**src/rtl/issue_scheduler.sv**
```systemverilog
// Issue stage for the 24-bit core: scoreboards pending GPR writes, holds dependent
// instructions, and sequences branch/jump redirects toward fetch.
module issue_scheduler #(
  parameter int ALU_LAT     = 2,
  parameter int LOAD_LAT    = 3,
  parameter int STALL_CNT_W = 16
) (
  input  logic                   clk,
  input  logic                   rst_n,
  input  logic                   in_valid,
  input  logic [23:0]            in_instr,
  output logic                   in_ready,
  output logic                   iss_valid,
  output logic [23:0]            iss_instr,
  input  logic                   br_done_valid,
  input  logic                   br_taken,
  output logic                   flush,
  output logic [15:0]            busy_regs,
  output logic [STALL_CNT_W-1:0] stall_cnt,
  output logic [1:0]             dbg_state
);

  localparam int CW = $clog2(LOAD_LAT + 1);

  localparam logic [3:0] OP_R  = 4'b0001;
  localparam logic [3:0] OP_I  = 4'b0010;
  localparam logic [3:0] OP_ST = 4'b0011;
  localparam logic [3:0] OP_J  = 4'b0100;
  localparam logic [3:0] OP_BR = 4'b1000;
  localparam logic [3:0] OP_LD = 4'b1100;

  typedef enum logic [1:0] {
    S_RUN     = 2'd0,
    S_BR_WAIT = 2'd1,
    S_FLUSH   = 2'd2
  } state_t;

  state_t                 state_q, state_d;
  logic [CW-1:0]          cnt_q [16];
  logic [CW-1:0]          cnt_d [16];
  logic                   iss_valid_q, iss_valid_d;
  logic [23:0]            iss_instr_q, iss_instr_d;
  logic                   flush_q, flush_d;
  logic [STALL_CNT_W-1:0] stall_q, stall_d;

  logic [3:0]    opcode, rs, rt, rd, dst;
  logic          use_rs, use_rt, dst_en;
  logic [CW-1:0] dst_lat;
  logic          hazard, issue;

  always_comb begin
    opcode  = in_instr[23:20];
    rs      = in_instr[19:16];
    rt      = in_instr[15:12];
    rd      = in_instr[11:8];
    use_rs  = 1'b0;
    use_rt  = 1'b0;
    dst_en  = 1'b0;
    dst     = rd;
    dst_lat = CW'(ALU_LAT);
    case (opcode)
      OP_R: begin
        use_rs = 1'b1;
        use_rt = 1'b1;
        dst_en = 1'b1;
      end
      OP_I: begin
        use_rs = 1'b1;
        dst_en = 1'b1;
        dst    = rt;
      end
      OP_LD: begin
        use_rs  = 1'b1;
        dst_en  = 1'b1;
        dst     = rt;
        dst_lat = CW'(LOAD_LAT);
      end
      OP_ST, OP_BR: begin
        use_rs = 1'b1;
        use_rt = 1'b1;
      end
      default: ;
    endcase
  end

  // RAW on either source or WAW on the destination holds the instruction.
  assign hazard = (use_rs && (cnt_q[rs] != '0)) ||
                  (use_rt && (cnt_q[rt] != '0)) ||
                  (dst_en && (cnt_q[dst] != '0));

  // Handshake: an instruction transfers on a rising edge where in_valid && in_ready;
  // in_ready never depends on in_valid, and fetch holds in_instr until it transfers.
  assign in_ready = (state_q == S_RUN) && !hazard;
  assign issue    = in_valid && in_ready;

  always_comb begin
    for (int i = 0; i < 16; i++) begin
      cnt_d[i] = (cnt_q[i] != '0) ? cnt_q[i] - 1'b1 : '0;
    end
    if (issue && dst_en) begin
      cnt_d[dst] = dst_lat;
    end
  end

  always_comb begin
    state_d = state_q;
    case (state_q)
      S_RUN: begin
        if (issue && (opcode == OP_BR)) begin
          state_d = S_BR_WAIT;
        end else if (issue && (opcode == OP_J)) begin
          state_d = S_FLUSH;
        end
      end
      S_BR_WAIT: begin
        if (br_done_valid) begin
          state_d = br_taken ? S_FLUSH : S_RUN;
        end
      end
      S_FLUSH: state_d = S_RUN;
      default: state_d = S_RUN;
    endcase
  end

  always_comb begin
    flush_d     = (state_d == S_FLUSH);
    iss_valid_d = issue;
    iss_instr_d = issue ? in_instr : iss_instr_q;
    stall_d     = stall_q;
    if (in_valid && !in_ready && (stall_q != '1)) begin
      stall_d = stall_q + 1'b1;
    end
  end

  always_ff @(posedge clk or negedge rst_n) begin
    if (!rst_n) begin
      state_q     <= S_RUN;
      iss_valid_q <= 1'b0;
      iss_instr_q <= '0;
      flush_q     <= 1'b0;
      stall_q     <= '0;
      for (int i = 0; i < 16; i++) begin
        cnt_q[i] <= '0;
      end
    end else begin
      state_q     <= state_d;
      iss_valid_q <= iss_valid_d;
      iss_instr_q <= iss_instr_d;
      flush_q     <= flush_d;
      stall_q     <= stall_d;
      cnt_q       <= cnt_d;
    end
  end

  always_comb begin
    for (int i = 0; i < 16; i++) begin
      busy_regs[i] = (cnt_q[i] != '0);
    end
  end

  assign iss_valid = iss_valid_q;
  assign iss_instr = iss_instr_q;
  assign flush     = flush_q;
  assign stall_cnt = stall_q;
  assign dbg_state = state_q;

endmodule

```
**config.mk**
```make
export PLATFORM = sky130hd
export DESIGN_NAME = issue_scheduler
export DESIGN_NICKNAME = d
export VERILOG_FILES = /design/src/rtl/issue_scheduler.sv
export SDC_FILE = /design/constraint.sdc
export NUM_CORES = 1
export LEC_CHECK = 0
export ABC_CLOCK_PERIOD_IN_PS = 3600
export CORE_ASPECT_RATIO = 0.5
export CORE_MARGIN = 5
export CORE_UTILIZATION = 51
export CTS_CLUSTER_DIAMETER = 50
export CTS_CLUSTER_SIZE = 28
export DETAILED_ROUTE_END_ITERATION = 12
export PLACE_DENSITY = 0.77
export SKIP_LAST_GASP = 1
export SLEW_MARGIN = 20
export SYNTH_ARGS = -nofsm -noshare
export SYNTH_HDL_FRONTEND = slang
export SYNTH_SLANG_ARGS = --single-unit
```
**constraint.sdc**
```tcl
create_clock -name clk -period 3.6 [get_ports clk]
set_input_delay 0.54 -clock clk [delete_from_list [all_inputs] [get_ports clk]]
set_output_delay 0.54 -clock clk [all_outputs]
set_load 0.1 [all_outputs]
```
# Word level (Yosys, flattened, before mapping)
# Cells that the tools add are included.
# totals
register_bits	76
in_bits	29
output_inout_bits	61
# classes
n_lt_le_gt_ge	4
n_mux	39
n_reduce_logical	39
addsub	17
bitwise_logic	3
eq_ne	9
# op_table
operator	n
2-to-1 mux 2 bit	27
nonzero test 2 bit	19
bitwise mux 32 bit	1
2-to-1 mux 32 bit	1
subtractor 2 x 1 -> 2 bit, second input constant	16
binary-select mux 2 bit (select 4 bit)	3
adder 16 x 1 -> 16 bit, second input constant	1
!= test 16 bit, second input constant	1
greater-or-equal comparator 5 bit, second input constant	3
inverter 4 -> 5 bit	3
logical AND 1 bit	11
demux 2 bit (select 4 bit)	1
== test 4 x 2 -> 1 bit, second input constant	2
== test 4 bit, second input constant	2
OR reduction 3 bit	2
less-than comparator 5 x 1 -> 1 bit, second input constant	1
OR reduction 5 bit	1
== test 4 x 1 -> 1 bit, second input constant	1
== test 4 x 3 -> 1 bit, second input constant	1
2-to-1 mux 1 bit	4
2-to-1 mux 4 bit	1
one-hot mux 2 bit (2 select lines)	1
== test 2 x 1 -> 1 bit, second input constant	1
== test 2 bit, second input constant	1
4 further kinds	6

# Depth between registers and ports, before layout
# depth
ltp_word	18
mapped_depth	14
mapped_depth_nobuf	9

# Least setup slack after synthesis
# OpenSTA, ideal clock, no wires.
# synth_timing
kind	reg-to-reg
start	register cnt_q[0] (netlist name)
end	register cnt_q[11] (netlist name)
t_arrival_ps	4577
path_stages_with_launch	10
t_required_ps	3507
slack_ps	-1070
period_less_slack_ps	4670
path_cell_list	dfrtp_1 -> or2_1 -> mux2_2 -> mux4_2 -> mux2i_1 -> a21oi_1 -> or4_4 -> nor2_1 -> nand4_1 -> o21ai_0
# synth_rtl
item	line	text
from (decl)	39	logic [CW-1:0] cnt_q [16];
from (signal assigned)	151	cnt_q <= cnt_d;

# Worst setup path in the final report
# layout_timing
start	register cnt_q[17] (netlist name)
end	output in_ready
# layout_via
elab_chain_len	9
word_cells_on_any_way	19
classes_between	mux: 9; reduce/logical: 10
# layout_lines
item	line	text
binary-select mux 2 bit (select 4 bit) (on tied branches)	87, 88	
2-to-1 mux 2 bit (on tied branches) (2 in a row)	87, 88	
nonzero test 2 bit (on tied branches)	87, 88	
logical AND 1 bit (on tied branches)	87, 88	
logical OR 1 bit	87	assign hazard = (use_rs && (cnt_q[rs] != '0)) ||
logical OR 1 bit (*)	88	(use_rt && (cnt_q[rt] != '0)) ||
zero test 1 bit (*)	93	assign in_ready = (state_q == S_RUN) && !hazard;
logical AND 1 bit (*)	93	
to (decl)	12	output logic in_ready,
# Mark *: on every way between the ends. The rest lies on a longest branch, timed or not. The select of a mux whose other input is x is not followed.

==> impl_metrics.ini <==
[run_status]
status = finished, final reports clean

[final_layout]
final_common_cell = clkdlybuf4s50_1
nets = 584
diodes = 0
area_growth_pct = 47.35
final_util_pct = 76.72
drive_gt1_share_pct = 30.05
final_cell_mix = clkdlybuf4s50_1 (80), dfrtp_1 (75), buf_4 (73)
final_area_sq_um = 6093

[timing]
tightest_slew_ps = 996.5
hold_viol = 0
setup_viol = 0
finalCritPeriodShare_pct = 99.02
setup_ws_ps = 35.33
hold-worst-slack_ps = 338.4
finalClockSkew_ps = 5.374
maxSlewViolCount = 0
slew_headroom_pct = 33.36
fin_crit_ps = 3565
fmax_ghz = 0.2805
rsz0062_at_grt = true

[setup_path]
path_max_fanout = 4
cp_cell_sequence = or2_4, mux2_4, mux4_2, mux2i_4, a21oi_2, or4_4, buf_6, nor2_4, buf_12
required_ps = 3060
crit_path_end_kind = output pin
worst_path_largest_cell_delay_ps = 500
crit_path_top_delay_cell = mux4_2
crit_type = register to output pin
cp.arrival_ps = 3020
worstSetupStartpointType = register

[synthesis]
synth_top_area_share_pct = 45.99
syn_area_sq_um = 4135
async_flop_share_pct = 100.0
ys_warn_count = 0
syn-num-nets = 431
ys.flop_type = dfrtp_1
synth_top_cell_by_area = dfrtp_1
synth_area_per_cell_sq_um = 10.31
yosysSeqAreaShare_pct = 45.99
synth_area_leaders = dfrtp_1 (46%), mux2_2 (7.4%), o2111ai_1 (4.2%), mux4_2 (3.3%), inv_1 (3.2%)
synth_cells = 401
ys_ff_latch = 76
synth_cell_type_count = 53
synth_edf_count = 0

[clock_network]
clock-sinks = 76
clock_latency_ps = 330
clock_path_buffers = 2
cts-root-buf = clkbuf_16
cts_max_level = 3
cts_tree = yes
numCtsBuffers = 9
clk_pin_slew_ps = 60

[global_route]
grt.total_usage_pct = 26.20
grt_max_degree = 77
grt_pass1_vias = 3957
overflow = 0
grt_pass1_wl_mm = 20.40
antenna_found_initial = 0

[detailed_routing]
antenna_left = 0
drc = 0
top_layer_used = met4
wl_met3_mm = 1.103
routed-wl-met2_mm = 5.919
wl_per_cell_um = 19.12
vias = 3992
drt-met1-wl_mm = 5.439
initialDrtViolationCount = 404
firstDrtPassIters = 5
via_per_inst = 5.949
drt-total-wl_mm = 12.83

[power_and_ir_drop]
pwr-share-seq_pct = 32.1
p_comb_share_pct = 40.4
p_sw_uw = 1310
power_frac_clock_pct = 27.5
powerDensity_nw_per_um2 = 512.6
intPower_uw = 1814
power.leakage_uw = 0.002607
max-vdd-ir-drop_mv = 0.8664
p_sw_share_pct = 41.93

[placed_design]
placed_area_sq_um = 5552
pre_cts_slack_ps = -453.8
place.gp.congestion = 1.013
port_buffers = 89
dp_hpwl_mm = 9.042

[floorplanning]
pin_count = 90
start_util_pct = 52.06
die_x_um = 137.3
die_h_um = 73.67
dieArea_sq_um = 10120
rows = 23
coreArea_sq_um = 7943

[job]
cap_violations = 0

[min_path]
min_path_type = primary input to async pin
## cell type report
class                      instances  area [sq um]
fill                             549          1849
clock buffer                      13         270.3
tap                              112         140.1
timing repair buffer             165          1498
sequential                        76          1903
multi-input combinational        267          2128
inverter                          35         133.9
clock inverter                     3         20.02
## sequential cells by signal, summed over array words and instances, names as in the netlist
name,cells
iss_instr,24
stall_cnt,16
iss_valid,1
flush,1
dbg_state,2
cnt_q,32
## cell families after synthesis
kind of cell,after synthesis,share of synthesized area (%)
XOR/XNOR,15,3.177
adder cells (fa/ha/maj),1,0.3025
multiplexers,34,10.86
AO/OA/AOI/OAI,105,20.09
flip-flops,76,45.99
AND/OR/NAND/NOR,112,13.68
buffers and inverters,58,5.900
## metal layers
metal	track usage [%]	vias to the layer above
met5	0	-
met4	8.739	0
met3	7.387	44
met2	40.64	187
met1	35.85	1944
li1	-	1817
## power by group through the flow
stage | registers, uW | clock network (uW) | logic (uW)
2_1_floorplan | 1620 | 0 | 263
3_3_place_gp | 1010 | 0 | 1220
3_5_place_dp | 1020 | 0 | 1230
4_1_cts | 1000 | 871 | 1240
5_1_grt | 1020 | 913 | 1310
6_report | 1000 | 860 | 1260
## critical path, delay by kind of cell, from the launching register on
kind	cells	cell delay, ps
simple gates	3	930
flops	1	400
buf+inv	2	330
mux	3	980
compound gates	1	50
## per-stage QoR
step | cells | TNS, ps | total power [uW]
floorplan | 401 | 0 | 1879
global placement | 640 | -18380 | 2229
detailed placement | 640 | -22040 | 2241
CTS | 660 | 0 | 3118
global route | 671 | -245.8 | 3237
finish | 671 | 0 | 3124
## synth_stat cells (all sizes together), types with 2 or more instances
cell type  count
nor3           7
nor2          25
or2           13
mux2          27
dfrtp         76
nand4          4
nor4           2
o41ai         10
nand3          8
o221ai         2
xor2          12
nand2         31
o211ai        13
inv           35
a311oi         4
nor4b          4
and2           3
xnor2          3
o22ai         13
nand2b         4
mux4           6
o21ai         10
a211o          2
a32oi          5
o32ai          8
a211oi         2
o2111ai       20
or4            2
clkbuf        12
a21oi         10
buf           11
or3            3
## repair_timing
item                       in CTS  in global routing
resized for setup              23                 24
pin swaps                       5                  8
hold endpoints to repair        0                  0
setup endpoints to repair      31                 49
hold buffers                    0                  0
setup buffers                   4                 11
## path summary, 6_finish.rpt
path,endpoint,cells past startpoint,slack [ps],startpoint
setup / recovery,in_ready,9,40,cnt_q[17]
hold / removal,iss_instr[2],1,340,rst_n
setup reg to reg,dbg_state[1],9,180,cnt_q[17]
hold reg to reg,iss_instr[12],2,490,iss_instr[12]
max in group asynchronous,cnt_q[30],1,2570,rst_n
min in group clk,iss_instr[12],2,490,iss_instr[12]
Note: power is estimated with default switching activity, not from simulation.
